==> config.mk <==
export PLATFORM = sky130hd
export DESIGN_NAME = gerador_trigger_hcsr04_flat
export DESIGN_NICKNAME = d
export VERILOG_FILES = /design/src/rtl/gerador_trigger_hcsr04_if.sv /design/src/rtl/gerador_trigger_hcsr04.sv /design/src/flat_wrapper.sv
export SDC_FILE = /design/constraint.sdc
export NUM_CORES = 1
export LEC_CHECK = 0
export CORE_UTILIZATION = 61
export DETAILED_ROUTE_END_ITERATION = 8
export HOLD_SLACK_MARGIN = 0.02
export PLACE_DENSITY = 0.89
export SYNTH_ARGS = -nofsm -noshare
export SYNTH_HDL_FRONTEND = slang
export SYNTH_SLANG_ARGS = --single-unit
==> constraint.sdc <==
create_clock -name clock -period 2.9 [get_ports clock]
set_input_delay 0.58 -clock clock [delete_from_list [all_inputs] [get_ports clock]]
set_output_delay 0.58 -clock clock [all_outputs]
set_load 0.01 [all_outputs]
==> src/rtl/gerador_trigger_hcsr04_if.sv <==
// Signal bundle between the HC-SR04 trigger generator and its user/sensor side.
// The slave modport is the generator; master is the requester/sensor model.
interface gerador_trigger_hcsr04_if;
    logic       gera;
    logic       echo;
    logic       trigger;
    logic       ocupado;
    logic       pronto;
    logic       timeout;
    logic [2:0] db_estado;

    modport slave (
        input  gera,
        input  echo,
        output trigger,
        output ocupado,
        output pronto,
        output timeout,
        output db_estado
    );

    modport master (
        output gera,
        output echo,
        input  trigger,
        input  ocupado,
        input  pronto,
        input  timeout,
        input  db_estado
    );
endinterface

==> src/rtl/gerador_trigger_hcsr04.sv <==
// HC-SR04 trigger generator: LARGURA-cycle trigger pulse, then a bounded wait for the echo rising edge.
// Define GERADOR_TRIGGER_CONTINUO_EN for automatic re-triggering every INTERVALO cycles while gera is held.
module gerador_trigger_hcsr04 #(
    parameter int LARGURA   = 500,
    parameter int TIMEOUT   = 50000,
    parameter int INTERVALO = 3000000
) (
    input  logic                       clock,
    input  logic                       reset,
    gerador_trigger_hcsr04_if.slave    bus
);
    localparam int MAX_LT = (LARGURA > TIMEOUT) ? LARGURA : TIMEOUT;
    localparam int MAX_C  = (MAX_LT > INTERVALO) ? MAX_LT : INTERVALO;
    localparam int CW     = $clog2(MAX_C + 1);

    localparam logic [CW-1:0] FIM_ENVIA   = CW'(LARGURA - 1);
    localparam logic [CW-1:0] FIM_ESPERA  = CW'(TIMEOUT - 1);
    localparam logic [CW-1:0] UM          = CW'(1);
`ifdef GERADOR_TRIGGER_CONTINUO_EN
    localparam logic [CW-1:0] FIM_INTERVALO = CW'(INTERVALO - 1);
`endif

    typedef enum logic [2:0] {
        inicial     = 3'b000,
        envia       = 3'b010,
        espera_echo = 3'b011,
        fim_ok      = 3'b100,
        fim_timeout = 3'b101
`ifdef GERADOR_TRIGGER_CONTINUO_EN
        ,
        intervalo   = 3'b110
`endif
    } estado_t;

    estado_t       state_reg, state_next;
    logic [CW-1:0] contador_reg, contador_next;
    logic          echo_meta_reg, echo_s_reg, echo_s_d_reg;
    logic          gera_d_reg;
    logic          borda_echo, borda_gera;
    logic          estado_conta;

    assign borda_echo = echo_s_reg & ~echo_s_d_reg;
    assign borda_gera = bus.gera & ~gera_d_reg;

    always_ff @(posedge clock or posedge reset) begin
        if (reset) begin
            state_reg     <= inicial;
            contador_reg  <= '0;
            echo_meta_reg <= 1'b0;
            echo_s_reg    <= 1'b0;
            echo_s_d_reg  <= 1'b0;
            gera_d_reg    <= 1'b0;
        end else begin
            state_reg     <= state_next;
            contador_reg  <= contador_next;
            echo_meta_reg <= bus.echo;
            echo_s_reg    <= echo_meta_reg;
            echo_s_d_reg  <= echo_s_reg;
            gera_d_reg    <= bus.gera;
        end
    end

    always_comb begin
        state_next   = state_reg;
        estado_conta = 1'b0;
        case (state_reg)
            inicial: begin
                if (borda_gera) state_next = envia;
            end
            envia: begin
                estado_conta = 1'b1;
                if (contador_reg == FIM_ENVIA) state_next = espera_echo;
            end
            espera_echo: begin
                estado_conta = 1'b1;
                // Echo edge takes priority over the window expiring in the same cycle.
                if (borda_echo)                     state_next = fim_ok;
                else if (contador_reg == FIM_ESPERA) state_next = fim_timeout;
            end
`ifdef GERADOR_TRIGGER_CONTINUO_EN
            fim_ok:      state_next = intervalo;
            fim_timeout: state_next = intervalo;
            intervalo: begin
                estado_conta = 1'b1;
                if (contador_reg == FIM_INTERVALO) state_next = bus.gera ? envia : inicial;
            end
`else
            fim_ok:      state_next = inicial;
            fim_timeout: state_next = inicial;
`endif
            default:     state_next = inicial;
        endcase

        // Each counting state starts from zero; leaving any state clears the count.
        if (state_next != state_reg) contador_next = '0;
        else if (estado_conta)       contador_next = contador_reg + UM;
        else                         contador_next = '0;
    end

    always_comb begin
        bus.trigger   = (state_reg == envia);
        bus.ocupado   = (state_reg != inicial);
        bus.pronto    = (state_reg == fim_ok);
        bus.timeout   = (state_reg == fim_timeout);
        bus.db_estado = state_reg;
    end
endmodule

==> src/flat_wrapper.sv <==
// flat-port wrapper written by rule: the top's interface ports become plain ports
module gerador_trigger_hcsr04_flat 
#(
    parameter int LARGURA   = 500,
    parameter int TIMEOUT   = 50000,
    parameter int INTERVALO = 3000000
)
  (clock, reset, bus_gera, bus_echo, bus_trigger, bus_ocupado, bus_pronto, bus_timeout, bus_db_estado);
  gerador_trigger_hcsr04_if bus_i ();
  input  logic clock;
  input  logic reset;
  input wire logic [$bits(bus_i.gera)-1:0] bus_gera;
  input wire logic [$bits(bus_i.echo)-1:0] bus_echo;
  output wire logic [$bits(bus_i.trigger)-1:0] bus_trigger;
  output wire logic [$bits(bus_i.ocupado)-1:0] bus_ocupado;
  output wire logic [$bits(bus_i.pronto)-1:0] bus_pronto;
  output wire logic [$bits(bus_i.timeout)-1:0] bus_timeout;
  output wire logic [$bits(bus_i.db_estado)-1:0] bus_db_estado;
  assign bus_i.gera = bus_gera;
  assign bus_i.echo = bus_echo;
  assign bus_trigger = bus_i.trigger;
  assign bus_ocupado = bus_i.ocupado;
  assign bus_pronto = bus_i.pronto;
  assign bus_timeout = bus_i.timeout;
  assign bus_db_estado = bus_i.db_estado;
  gerador_trigger_hcsr04 #(.LARGURA(LARGURA), .TIMEOUT(TIMEOUT), .INTERVALO(INTERVALO)) u_core (.clock(clock), .reset(reset), .bus(bus_i));
endmodule
==> parameters.txt <==
Parameter                              Value

Status
  Outcome ... finished, final reports clean

Synthesis
  Proportion of register bits with asynchronous set or reset after synthesis ... between 90% and 100%
  Post-Syn Area ... 1470 um2
  Area fraction in compound gates after synthesis ... 13.9%
  Simple-gate share of the synthesized area ... between 20% and 30%
  Net count after synthesis ... 147
  Yosys top cell area share ... 49.5%
  Xor and xnor fraction of the mapped netlist area ... 7.76%
  Share of synthesized area occupied by flip-flops and latches ... between 40% and 50%
  Multiplexer share of the synthesized area ... 0%
  Flip-flop cell with the highest count after synthesis ... dfrtp_1
  Number of cells produced by synthesis ... about 140
  Yosys top cell by area ... dfrtp_1
  Most area-consuming cells after synthesis ... dfrtp_1, xor2_1, a21oi_1, a22oi_1, nand4_1
  Post-synthesis adder-cell area fraction ... 0.853%
  Yosys warns ... 0
  Dominant combinational cell family by area after synthesis ... simple AND/OR/NAND/NOR gates
  Mean area per synthesized cell ... ~10 um2
  Post-synth cell types ... 35
  Number of enable flip-flop cells after synthesis ... 0
  Post-synthesis sequential element count ... 29

Critical path
  Capture point of the critical path ... bus_trigger
  Worst-path fanout max ... 6
  Type of the worst setup path ... flip-flop to output port
  Terminus of the critical flop-to-flop path ... u_core.contador_reg[21]
  Worst setup path start ... u_core.bus.db_estado[0]
  Startpoint class of the critical path ... flip-flop
  Worst setup slack for register-to-register paths ... 1.01 ns
  Worst endpoint required time ... 2.32 ns
  Register-to-Register Path Depth ... 4
  Worst Path Arrival ... 1.86 ns
  Reg-to-reg startpoint ... u_core.contador_reg[5]
  Type of element capturing the critical path ... output port

STA
  Worst setup skew after layout ... 0.0100 ns
  Post-layout minimum cycle time ... 2.44 ns
  Final Worst Setup Slack ... around 0.46 ns
  Max Clk Rate ... 0.410 GHz
  Final-report hold violation count ... 0
  Final count of pins violating max slew ... 0
  Least-Margin Pin Slew ... approximately 0.48 ns
  Setup repair after global routing missed its margin ... no
  Final Setup Violations ... 0
  Setup TNS ... 0 ns
  Slew margin rel. ... roughly two thirds
  Hold slack final ... 0.356 ns
  Final cycle utilization of the critical path ... around 84%

Clock network
  Maximum clock path buffer count ... 2
  Buffers inserted during post-CTS setup optimization ... 0
  Number of sinks handled by clock tree synthesis ... 29
  Clock transition at the registers of the reported paths ... 0.09 ns
  Root Buffer Master ... clkbuf_4
  CTS-repair resized insts ... 0
  Cts bufs inserted ... 5
  CTS tree ... yes
  Clock Latency Late Sink ... 0.33 ns
  Total number of H-tree levels ... 2
  CTS hold repair buffers ... 0

Place
  Global placer's final weighted congestion ... 0.860
  Setup slack after placement ... around 0.84 ns
  Detailed placement HPWL ... 2010 um
  Input/output buffers ... 10

Routing
  Post-route DRC ... 0
  Violation count after the first detailed-routing iteration ... 20
  Average detailed-routed wire length per instance ... ~16 um
  Number of vias per cell after detailed routing ... around 6.4
  DRT Wirelength ... 2930 um
  Residual antenna-violating net count after detailed routing ... 0
  Pre-antenna DRT Iters ... 4
  Routed via count ... ~1,200

Layout
  Most common library cell in the layout ignoring fill and taps ... dfrtp_1
  Total number of nets in the final design ... 162
  Top library cells by usage in the layout, fill and taps aside ... dfrtp_1, a21oi_1, xor2_1, clkdlybuf4s50_1
  Fraction of layout instances using a drive strength above 1 ... 12.0%
  Filler cells ... 164
  Count of inserted antenna diode cells ... 0
  Post-layout utilization of the core ... around three quarters
  Max FFs per register ... 22
  Area delta synth->final ... 12.9%

Power and ir drop
  Leakage power ... 0.737 nW
  Worst ir drop on vdd ... 0.349 mV
  Overall power consumption ... 0.699 mW
  Pwr dens ... approximately 420 nW/um2

Die
  Die height ... 51.0 um
  Effective utilization at floorplan ... between 60% and 70%
  X dimension of the die ... 51.0 um
  Die outline area ... 2600 um2
  Total I/O pin count ... 11
  Area of the placeable core ... 2230 um2
  Row cnt ... 17

Global routing
  Number of global-route vias before repair ... 1,176
  Congestion Overflow GR ... 0
  Pin count of the biggest net entering global routing ... 21
  Wire length of the first global-routing pass ... a little over 5000 um
  Number of antenna violations at the first check in global routing ... 0
  Global-route usage over all layers ... 27.1%

Hold path
  Critical hold path startpoint ... u_core.echo_meta_reg
  Worst min-delay path class ... flip-flop to flip-flop

Flow run
  Max-cap violations ... 0
## worst max-delay path, stage by stage, from the launching register on
cell             delay, ns
dfrtp_1               0.44
nor3b_1               0.46
clkdlybuf4s50_1       0.63
## worst min-delay path by stage
stage | to | slack (ns) | depth (start not counted)
floorplan | u_core.echo_s_reg | 0.33 | 0
CTS | u_core.echo_s_reg | 0.35 | 0
detailed placement | u_core.echo_s_reg | 0.34 | 0
global placement | u_core.echo_s_reg | 0.33 | 0
finish | u_core.echo_s_reg | 0.36 | 0
global route | u_core.echo_s_reg | 0.37 | 0
## cell families after synthesis
logic type      count (synthesis)
simple gates                   53
compound gates                 34
flops                          29
xor+xnor                       13
buf+inv                        12
fa+ha+maj                       1
## power by group
group	internal, mW	total (mW)	switching, mW	leakage [nW]
Clock	0.140	0.277	0.137	0.0413
Sequential	0.407	0.408	0.00106	0.376
Combinational	0.00502	0.0142	0.00914	0.319
## layout make-up
class | count | area, um2 | share of cell area, %
clock inverter | 1 | 5.00 | 0.302
sequential | 29 | 726 | 43.8
inverter | 5 | 18.8 | 1.13
timing repair buffer | 15 | 138 | 8.31
clock buffer | 7 | 65.1 | 3.93
tap | 28 | 35.0 | 2.12
multi-input combinational | 101 | 668 | 40.4
## synthesized netlist by cell type, types with 2 or more instances
cell	number
buf_2	3
o21ai_0	6
dfrtp_1	29
buf_6	3
and4_1	4
o21ai_1	2
inv_1	5
nand2_1	6
xor2_1	10
nor3b_1	3
nor4_1	2
nand3_1	6
nand4_1	7
or3_1	6
a22oi_1	6
or3_2	2
nor2_1	7
and2_1	2
xnor2_1	3
a21oi_1	15
## metrics by stage
step | instance area, um2 | std cells
6_report | 1660 | 186
5_1_grt | 1660 | 186
4_1_cts | 1660 | 186
3_5_place_dp | 1590 | 178
3_3_place_gp | 1590 | 178
2_1_floorplan | 1470 | 142
## metal layers
| metal | GRT usage, % | vias to the layer above | wire, um |
|---|---|---|---|
| met4 | 12.5 | 0 | 46 |
| met3 | 8.33 | 7 | 104 |
| met1 | 29.9 | 607 | 1240 |
| met2 | 47.4 | 19 | 1540 |
| li1 | - | 551 | - |
| met5 | 0 | - | 0 |
Note: power is estimated with default switching activity, not from simulation.
